File: config.mk
export PLATFORM = sky130hd
export DESIGN_NAME = fsm_bus_ctrl
export DESIGN_NICKNAME = d
export VERILOG_FILES = /design/src/rtl/fsm_bus_ctrl.sv
export SDC_FILE = /design/constraint.sdc
export NUM_CORES = 1
export LEC_CHECK = 0
export BUFFER_PORTS_ARGS = -buffer_cell sky130_fd_sc_hd__buf_2
export CAP_MARGIN = 20
export CORE_ASPECT_RATIO = 0.9
export CORE_MARGIN = 2
export CORE_UTILIZATION = 53
export DETAILED_ROUTE_END_ITERATION = 10
export GPL_ROUTABILITY_DRIVEN = 1
export GPL_TIMING_DRIVEN = 0
export PLACE_DENSITY = 0.89
export SKIP_LAST_GASP = 1
export SYNTH_ARGS = -nofsm -noshare
export SYNTH_HDL_FRONTEND = slang
export SYNTH_SLANG_ARGS = --single-unit
export TNS_END_PERCENT = 1
File: constraint.sdc
create_clock -name clk -period 6.7 [get_ports clk]
set_input_delay 1.34 -clock clk [delete_from_list [all_inputs] [get_ports clk]]
set_output_delay 1.34 -clock clk [all_outputs]
set_load 0.02 [all_outputs]
File: src/rtl/fsm_bus_ctrl.sv
// fsm_bus_ctrl: asynchronous parallel-bus master for the shared FLASH/SRAM bus.
// Accepts one valid/ready request, runs a setup/strobe/hold/turnaround cycle
// with optional ready/busy stretching and timeout, and returns one response.
// All externally visible outputs are registered from the next-state values.
module fsm_bus_ctrl #(
    parameter int AW           = 26,
    parameter int DW           = 32,
    parameter int NCS          = 2,
    parameter int CSW          = 1,
    parameter int T_SETUP      = 2,
    parameter int T_ACCESS     = 8,
    parameter int T_HOLD       = 2,
    parameter int T_TURN       = 2,
    parameter int USE_WAIT     = 1,
    parameter int WAIT_TIMEOUT = 1024
) (
    input  logic           clk,
    input  logic           rst,
    input  logic           req_valid,
    output logic           req_ready,
    input  logic           req_write,
    input  logic [CSW-1:0] req_cs,
    input  logic [AW-1:0]  req_addr,
    input  logic [DW-1:0]  req_wdata,
    output logic           rsp_valid,
    output logic [DW-1:0]  rsp_rdata,
    output logic           rsp_err,
    output logic [AW-1:0]  bus_addr,
    output logic [DW-1:0]  bus_dq_o,
    output logic           bus_dq_oe,
    input  logic [DW-1:0]  bus_dq_i,
    output logic [NCS-1:0] bus_ce_n,
    output logic           bus_oe_n,
    output logic           bus_we_n,
    input  logic           bus_rdy_i
);

    localparam int TW = $clog2(WAIT_TIMEOUT + 1);
    localparam int CW = 16;

    localparam logic [2:0] S_IDLE   = 3'd0;
    localparam logic [2:0] S_SETUP  = 3'd1;
    localparam logic [2:0] S_ACCESS = 3'd2;
    localparam logic [2:0] S_WAIT   = 3'd3;
    localparam logic [2:0] S_HOLD   = 3'd4;
    localparam logic [2:0] S_TURN   = 3'd5;

    logic [2:0]     state_q, state_d;
    logic [CW-1:0]  cnt_q, cnt_d;
    logic [TW-1:0]  tmo_q, tmo_d;
    logic           write_q, write_d;
    logic [CSW-1:0] cs_q, cs_d;
    logic [AW-1:0]  addr_q, addr_d;
    logic [DW-1:0]  wdata_q, wdata_d;
    logic [DW-1:0]  rdata_q, rdata_d;
    logic           err_q, err_d;
    logic           rdy_meta_q, rdy_s_q;
    logic           rdy_go_s;

    logic           req_ready_q, req_ready_d;
    logic           rsp_valid_q, rsp_valid_d;
    logic [DW-1:0]  rsp_rdata_q, rsp_rdata_d;
    logic           rsp_err_q, rsp_err_d;
    logic [NCS-1:0] ce_n_q, ce_n_d;
    logic           oe_n_q, oe_n_d;
    logic           we_n_q, we_n_d;
    logic           dq_oe_q, dq_oe_d;
    logic           active_s, strobe_s;

    // With stretching disabled the device is always treated as ready.
    assign rdy_go_s = (USE_WAIT == 0) || rdy_s_q;

    // Two-flop synchronizer for the asynchronous ready/busy pin.
    always_ff @(posedge clk or posedge rst) begin
        if (rst) begin
            rdy_meta_q <= 1'b0;
            rdy_s_q    <= 1'b0;
        end else begin
            rdy_meta_q <= bus_rdy_i;
            rdy_s_q    <= rdy_meta_q;
        end
    end

    // Transaction sequencer: phase counting, request latching, data capture.
    always_comb begin
        state_d = state_q;
        cnt_d   = cnt_q;
        tmo_d   = tmo_q;
        write_d = write_q;
        cs_d    = cs_q;
        addr_d  = addr_q;
        wdata_d = wdata_q;
        rdata_d = rdata_q;
        err_d   = err_q;
        case (state_q)
            S_IDLE: begin
                if (req_valid && req_ready_q) begin
                    write_d = req_write;
                    cs_d    = req_cs;
                    addr_d  = req_addr;
                    wdata_d = req_wdata;
                    rdata_d = '0;
                    cnt_d   = '0;
                    if (int'(req_cs) < NCS) begin
                        state_d = S_SETUP;
                        err_d   = 1'b0;
                    end else begin
                        // Unknown chip select: no bus activity, straight to turnaround.
                        state_d = S_TURN;
                        err_d   = 1'b1;
                    end
                end else begin
                    state_d = S_IDLE;
                end
            end
            S_SETUP: begin
                if (cnt_q == CW'(T_SETUP - 1)) begin
                    state_d = S_ACCESS;
                    cnt_d   = '0;
                end else begin
                    cnt_d = cnt_q + CW'(1);
                end
            end
            S_ACCESS: begin
                if (cnt_q == CW'(T_ACCESS - 1)) begin
                    cnt_d = '0;
                    if (!rdy_go_s) begin
                        state_d = S_WAIT;
                        tmo_d   = '0;
                    end else begin
                        state_d = S_HOLD;
                        if (!write_q) begin
                            rdata_d = bus_dq_i;
                        end else begin
                            rdata_d = '0;
                        end
                    end
                end else begin
                    cnt_d = cnt_q + CW'(1);
                end
            end
            S_WAIT: begin
                if (rdy_s_q) begin
                    state_d = S_HOLD;
                    if (!write_q) begin
                        rdata_d = bus_dq_i;
                    end else begin
                        rdata_d = '0;
                    end
                end else if (tmo_q == TW'(WAIT_TIMEOUT - 1)) begin
                    state_d = S_HOLD;
                    err_d   = 1'b1;
                    rdata_d = '0;
                end else begin
                    tmo_d = tmo_q + TW'(1);
                end
            end
            S_HOLD: begin
                if (cnt_q == CW'(T_HOLD - 1)) begin
                    state_d = S_TURN;
                    cnt_d   = '0;
                end else begin
                    cnt_d = cnt_q + CW'(1);
                end
            end
            S_TURN: begin
                if (cnt_q == CW'(T_TURN - 1)) begin
                    state_d = S_IDLE;
                    cnt_d   = '0;
                end else begin
                    cnt_d = cnt_q + CW'(1);
                end
            end
            default: begin
                state_d = S_IDLE;
                cnt_d   = '0;
            end
        endcase
    end

    // Output decode from the next state so every pin is a plain flop.
    always_comb begin
        active_s    = (state_d == S_SETUP) || (state_d == S_ACCESS) ||
                      (state_d == S_WAIT)  || (state_d == S_HOLD);
        strobe_s    = (state_d == S_ACCESS) || (state_d == S_WAIT);
        ce_n_d      = '1;
        for (int i = 0; i < NCS; i++) begin
            if (active_s && (int'(cs_d) == i)) begin
                ce_n_d[i] = 1'b0;
            end else begin
                ce_n_d[i] = 1'b1;
            end
        end
        oe_n_d      = !(strobe_s && !write_d);
        we_n_d      = !(strobe_s && write_d);
        dq_oe_d     = active_s && write_d;
        req_ready_d = (state_d == S_IDLE);
        rsp_valid_d = (state_d == S_TURN) && (state_q != S_TURN);
        if (rsp_valid_d) begin
            rsp_rdata_d = rdata_d;
            rsp_err_d   = err_d;
        end else begin
            rsp_rdata_d = '0;
            rsp_err_d   = 1'b0;
        end
    end

    // State, latched request and registered outputs; reset releases the bus at once.
    always_ff @(posedge clk or posedge rst) begin
        if (rst) begin
            state_q     <= S_IDLE;
            cnt_q       <= '0;
            tmo_q       <= '0;
            write_q     <= 1'b0;
            cs_q        <= '0;
            addr_q      <= '0;
            wdata_q     <= '0;
            rdata_q     <= '0;
            err_q       <= 1'b0;
            req_ready_q <= 1'b0;
            rsp_valid_q <= 1'b0;
            rsp_rdata_q <= '0;
            rsp_err_q   <= 1'b0;
            ce_n_q      <= '1;
            oe_n_q      <= 1'b1;
            we_n_q      <= 1'b1;
            dq_oe_q     <= 1'b0;
        end else begin
            state_q     <= state_d;
            cnt_q       <= cnt_d;
            tmo_q       <= tmo_d;
            write_q     <= write_d;
            cs_q        <= cs_d;
            addr_q      <= addr_d;
            wdata_q     <= wdata_d;
            rdata_q     <= rdata_d;
            err_q       <= err_d;
            req_ready_q <= req_ready_d;
            rsp_valid_q <= rsp_valid_d;
            rsp_rdata_q <= rsp_rdata_d;
            rsp_err_q   <= rsp_err_d;
            ce_n_q      <= ce_n_d;
            oe_n_q      <= oe_n_d;
            we_n_q      <= we_n_d;
            dq_oe_q     <= dq_oe_d;
        end
    end

    assign req_ready = req_ready_q;
    assign rsp_valid = rsp_valid_q;
    assign rsp_rdata = rsp_rdata_q;
    assign rsp_err   = rsp_err_q;
    assign bus_addr  = addr_q;
    assign bus_dq_o  = wdata_q;
    assign bus_dq_oe = dq_oe_q;
    assign bus_ce_n  = ce_n_q;
    assign bus_oe_n  = oe_n_q;
    assign bus_we_n  = we_n_q;

endmodule

==> flow_metrics.tcl, run 1 <==
set metrics [dict create \
    status "completed" \
    finalSetupViolations 0 \
    die_h_um 115 \
    via_per_inst 5.67 \
    pin_count 194 \
    path_class "input pin to flop" \
    end_kind "flop" \
    syn_area_um2 7260 \
    cts_tree "done" \
    grt.total_usage_pct 25.0 \
    grt_max_degree 105 \
    synthCells 621 \
    critPathArrivalTime_ns 3.38 \
    finalMaxSlewViolations 0 \
    clock-root-buffer "clkbuf_16" \
    portBuffers 193 \
    design.core.area_um2 13400 \
    max_freq_mhz 332 \
    grt_pass1_vias 5760 \
    final_cell_area_um2 9100 \
    synth_ff_type "dfrtp_1" \
    cts_buffer_depth 2 \
    tns_ns 0 \
    holdWs_ns 0.355 \
    wire_per_inst_um 17.6 \
    hp-class "flop to flop" \
    antenna_found_initial 0 \
    numPlacedInstances 983 \
    dpl_cell_area_um2 8470 \
    overflow 0 \
    ys_warn_count 0 \
    gp_congestion 0.841 \
    htreeDepth 4 \
    regToRegSetupSlack_ns 4.02 \
    diodes 0 \
    ys_async_sr_fraction_pct 100 \
    synth_edf_count 0 \
    yosys.area_share.xor_xnor_pct 2.17 \
    p_leak_nw 4.55 \
    drcViolationCount 0 \
    synth-seq-cells 165 \
    relSlewSlack_pct 37.4 \
    cts_resized 0 \
    synth_top_family_by_area "simple AND/OR/NAND/NOR gates" \
    start_util_pct 54.3 \
    drive_gt1_share_pct 36.1 \
    fin_cells 1014 \
    finalCriticalPeriod_ns 3.02 \
    die_w_um 127 \
    ir_worst_vdd_mv 0.183 \
    pre_cts_slack_ns 3.19 \
    finalWorstSetupSlack_ns 3.68 \
    row_count 40 \
    worst_pin_slew_ns 0.931 \
    required_ns 7.06 \
    final_util_pct 68.1 \
    p_total_mw 2.10 \
    period_share_pct 45.0 \
    worstSetupStartpointType "input pin" \
    dp_hpwl_um 12500 \
    drtAntennaViolNets 0 \
    hold_viol_final 0 \
    rsz0062_at_grt "no" \
    syn_to_final_growth_pct 25.4 \
    synthSimpleGateAreaFrac_pct 19.3 \
    post_cts_buffers 0 \
    clkSinkCount 165 \
    cap_violations 0 \
    firstDrtPassIters 7 \
    holdBufCountCts 0 \
    synth-seq-area-share_pct 56.9 \
    synth_compound_area_share_pct 8.79 \
    synth.area.mux_share_pct 9.42 \
    die-area_um2 14700 \
    ys_types 52 \
    syn_nets 720 \
    grt_pass1_wl_um 28600 \
    clock_skew_ns 0.00885 \
    cts.clk_slew.worst_paths_ns 0.06 \
    nFillCells 920 \
    num_vias 5752 \
    wl_um 17900 \
    power_density_nw_per_um2 231 \
    clk_latency_ns 0.43 \
    syn-mean-instance-area_um2 11.7 \
    fin_nets 933 \
    numCtsBuffers 17 \
    synthAdderAreaFrac_pct 0.517 \
    drt_iter0_drc 504 \
    worst-path-max-fanout 10 \
]
-- cell usage in the layout (no fill, tap or decap), types with 3 or more instances in the layout --
cell,count
nor3_1,37
and3_1,6
nand2_1,21
nand4_1,7
mux2_2,59
clkbuf_1,32
or3_1,3
a21oi_1,31
clkbuf_16,17
buf_2,194
nor2_1,29
nand2b_1,3
and4_1,5
and2_1,33
dfstp_2,4
inv_1,9
xor2_1,12
clkinvlp_4,4
nand3b_1,3
a221o_1,31
ha_1,3
o21ai_0,11
dfrtp_1,161
nand3_1,7
nor3b_1,4
nor2b_1,62
buf_6,3
xnor2_1,6
bufinv_16,4
-- metal layers --
layer / vias up / wire (um) / GRT usage [%]
li1: 2612 / - / -
met5: - / 0 / 0
met1: 2834 / 7030 / 30.2
met3: 49 / 1170 / 4.93
met2: 257 / 9040 / 43.1
met4: 0 / 639 / 12.4
-- cell type report --
cell class	instances	area, um2	share of cell area [%]
clock inverter	12	178	1.95
multi-input combinational	407	2920	32.0
buffer	39	174	1.91
sequential	165	4130	45.4
clock buffer	19	453	4.98
tap	168	210	2.31
inverter	10	45.0	0.495
timing repair buffer	194	993	10.9
-- path summary, 6_finish.rpt --
path / cells past startpoint / start / end
worst min register to register: 0 / rdy_meta_q / rdy_go_s
max in group asynchronous: 3 / rst / bus_ce_n[1]
min in group asynchronous: 2 / rst / bus_dq_o[2]
worst max-delay path: 7 / req_valid / bus_we_n
worst min-delay path: 0 / rdy_meta_q / rdy_go_s
worst max register to register: 9 / cnt_q[0] / rsp_rdata[13]
-- cells by family (layout without fill, tap and decap cells) --
logic type | Yosys count | count (layout)
XOR/XNOR | 18 | 18
buffers and inverters | 49 | 274
AO/OA/AOI/OAI | 88 | 88
flip-flops | 165 | 165
AND/OR/NAND/NOR | 237 | 237
adder cells (fa/ha/maj) | 3 | 3
multiplexers | 61 | 61
-- synth_stat cells, drive strengths merged (2+ instances only) --
| master | number | area (um2) |
|---|---|---|
| xor2 | 12 | 105 |
| a21o | 2 | 15.0 |
| a221o | 31 | 310 |
| xnor2 | 6 | 52.6 |
| mux2 | 59 | 664 |
| nor2 | 29 | 109 |
| buf | 7 | 53.8 |
| a21oi | 32 | 164 |
| nand3b | 3 | 22.5 |
| inv | 10 | 37.5 |
| dfrtp | 161 | 4030 |
| or2 | 4 | 25.0 |
| nand3 | 7 | 35.0 |
| or3 | 4 | 30.0 |
| ha | 3 | 37.5 |
| and4 | 6 | 53.8 |
| o31ai | 2 | 15.0 |
| mux2i | 2 | 20.0 |
| nor2b | 62 | 388 |
| nor4 | 4 | 67.6 |
| and3 | 6 | 37.5 |
| nor3b | 4 | 30.0 |
| a2bb2oi | 2 | 17.5 |
| and2 | 33 | 206 |
| clkbuf | 32 | 120 |
| nand2b | 3 | 18.8 |
| nor4b | 2 | 17.5 |
| nand4 | 7 | 43.8 |
| o21bai | 2 | 15.0 |
| dfstp | 4 | 105 |
| nand2 | 21 | 78.8 |
| o21ai | 11 | 55.1 |
| nor3 | 38 | 195 |
-- flip-flops by register name, summed over array words and instances, names as in the netlist --
name / cells
rdy_go_s: 1
bus_dq_oe: 1
err_q: 1
cs_q: 1
tmo_q: 11
rsp_rdata: 32
state_q: 3
rsp_valid: 1
cnt_q: 16
rsp_err: 1
bus_we_n: 1
bus_oe_n: 1
bus_addr: 26
rdy_meta_q: 1
bus_dq_o: 32
write_q: 1
req_ready: 1
rdata_q: 32
bus_ce_n: 2
-- worst max-delay path, cell delays in order --
cell and delay (ns):
buf_2 0.12, nand2_1 0.08, nor4_2 0.70, clkbuf_1 0.58, mux2i_1 0.37, inv_1 0.09, nand2_1 0.09
-- report_power, final --
part           leakage (nW)  switching [mW]  internal (mW)
logic                  2.15          0.0417         0.0316
clock network         0.297           0.389          0.641
registers              2.11        0.000675          0.997
total                  4.55           0.432           1.67
No activity file was read; power rests on OpenSTA's default activity.
==> run 2: changes to the inputs <==
--- a/config.mk
+++ b/config.mk
@@ -9,11 +9,11 @@
 export CAP_MARGIN = 20
 export CORE_ASPECT_RATIO = 0.9
 export CORE_MARGIN = 2
-export CORE_UTILIZATION = 53
+export CORE_UTILIZATION = 48
 export DETAILED_ROUTE_END_ITERATION = 10
 export GPL_ROUTABILITY_DRIVEN = 1
 export GPL_TIMING_DRIVEN = 0
-export PLACE_DENSITY = 0.89
+export PLACE_DENSITY = 0.86
 export SKIP_LAST_GASP = 1
 export SYNTH_ARGS = -nofsm -noshare
 export SYNTH_HDL_FRONTEND = slang
==> constraint.sdc (replaced) <==
create_clock -name clk -period 2.7 [get_ports clk]
set_input_delay 0.54 -clock clk [delete_from_list [all_inputs] [get_ports clk]]
set_output_delay 0.54 -clock clk [all_outputs]
set_load 0.02 [all_outputs]
==> flow_metrics.tcl, run 2 (synthesized netlist as in run 1, its figures left out) <==
set metrics [dict create \
    crit_start "cnt_q[0]" \
    htreeDepth 4 \
    finalSetupViolations 1 \
    routed.top_layer "met4" \
    end_kind "flop" \
    hp-class "input pin to asynchronous set/reset pin" \
    worstSetupStartpointType "flop" \
    cts_resized 0 \
    dpl_cell_area_um2 8560 \
    wl_um 17200 \
    die_w_um 134 \
    swShare_pct 22.1 \
    numPlacedInstances 1016 \
    firstDrtPassIters 5 \
    hold_viol_final 0 \
    worst_pin_slew_ns 1.04 \
    overflow 0 \
    post_cts_buffers 0 \
    power_density_nw_per_um2 552 \
    critPathArrivalTime_ns 3.07 \
    nFillCells 1141 \
    regArea_um2 4130 \
    clk_latency_ns 0.43 \
    cts_tree "done" \
    gp_congestion 0.831 \
    clkSinkCount 165 \
    row_count 42 \
    drcViolationCount 0 \
    holdBufCountCts 0 \
    p_total_mw 5.05 \
    layout_commonest_cell "buf_2" \
    clkPwrFrac_pct 47.2 \
    die-area_um2 16100 \
    portBuffers 193 \
    relSlewSlack_pct 30.1 \
    r2r-start "cnt_q[0]" \
    wl_met1_um 7100 \
    power.internal_mw 3.93 \
    grt_pass1_wl_um 27800 \
    path_class "flop to flop" \
    violations "setup timing" \
    max_freq_mhz 368 \
    seqPwrFrac_pct 49.1 \
    grt_pass1_vias 5621 \
    grt.total_usage_pct 22.0 \
    num_vias 5604 \
    drt_iter0_drc 355 \
    antenna_found_initial 1 \
    final_cell_area_um2 9150 \
    period_share_pct 101 \
    fin_nets 936 \
    fin_cells 1049 \
    design.core.area_um2 14800 \
    final_cell_mix "buf_2 (194), dfrtp_1 (161), nor2b_1 (62)" \
    pin_count 194 \
    cap_violations 0 \
    dp_hpwl_um 12500 \
    grt_max_degree 46 \
    start_util_pct 49.2 \
    final_util_pct 61.9 \
    required_ns 3.06 \
    die_h_um 121 \
    finalCriticalPeriod_ns 2.71 \
    syn_to_final_growth_pct 25.9 \
    finalMaxSlewViolations 0 \
    holdWs_ns 0.0295 \
    drive_gt1_share_pct 36.2 \
    p_switching_mw 1.11 \
    worst-path-max-fanout 10 \
    numCtsBuffers 17 \
    wire_per_inst_um 16.4 \
    clock_skew_ns 0.00832 \
    cts.clk_slew.worst_paths_ns 0.07 \
    cts_buffer_depth 2 \
    multi_input_comb_area_um2 2920 \
    drtAntennaViolNets 0 \
    via_per_inst 5.34 \
    combPwrFrac_pct 3.7 \
    ir_worst_vdd_mv 0.438 \
    r2r_cells 9 \
    dr_wl_met3_um 976 \
    dr_wl_met2_um 8660 \
    rsz0062_at_grt "yes" \
    p_leak_nw 4.54 \
    finalWorstSetupSlack_ns -0.0140 \
    status "finished with violations" \
    clock-root-buffer "clkbuf_16" \
]
## run 2: layout make-up
type	count	share of cell area, %
repair buffers	197	11.4
plain buffers	39	1.92
clock inverters	13	1.64
well taps	198	2.71
inverters	10	0.451
diodes	1	0.0274
flip-flops and latches	165	45.2
multi-input cells	407	31.9
clock buffers	19	4.73
## run 2: worst paths after layout
path,endpoint,slack [ns]
worst max-delay path,rsp_rdata[0],-0.01
worst min-delay path,bus_addr[23],0.03
worst max register to register,rsp_rdata[0],-0.01
worst min register to register,rdy_go_s,0.35
max in group asynchronous,bus_ce_n[0],1.87
min in group clk,rdy_meta_q,0.22
## run 2: per-layer routing
| metal | global-route usage [%] | vias up |
|---|---|---|
| li1 | - | 2635 |
| met1 | 26.7 | 2746 |
| met2 | 37.7 | 187 |
| met3 | 5.28 | 36 |
| met4 | 9.51 | 0 |
| met5 | 0 | - |
## run 2: power by group through the flow
stage	registers (mW)	logic, mW	clock network [mW]
floorplan	2.52	0.0852	0
global placement	2.52	0.173	0
detailed placement	2.52	0.190	0
CTS	2.48	0.192	2.41
global route	2.47	0.213	2.54
finish	2.48	0.189	2.38
## run 2: worst max-delay path, stage by stage (launching register included)
cell and delay (ns):
dfrtp_1 0.41, ha_1 0.25, nor4bb_1 0.39, and4_1 0.25
buf_4 0.15, nand2_1 0.06, nor2_1 0.25, clkbuf_1 0.45
a221o_1 0.27, and2_1 0.16
## run 2: metrics by stage
| stage | worst slack, ns | TNS, ns |
|---|---|---|
| after CTS | 0.0250 | 0 |
| after floorplan | 0.0645 | 0 |
| final | -0.0140 | -0.0140 |
| after detailed placement | -0.0558 | -0.118 |
| after global routing | -0.181 | -4.67 |
| after global placement | -0.872 | -139.78 |
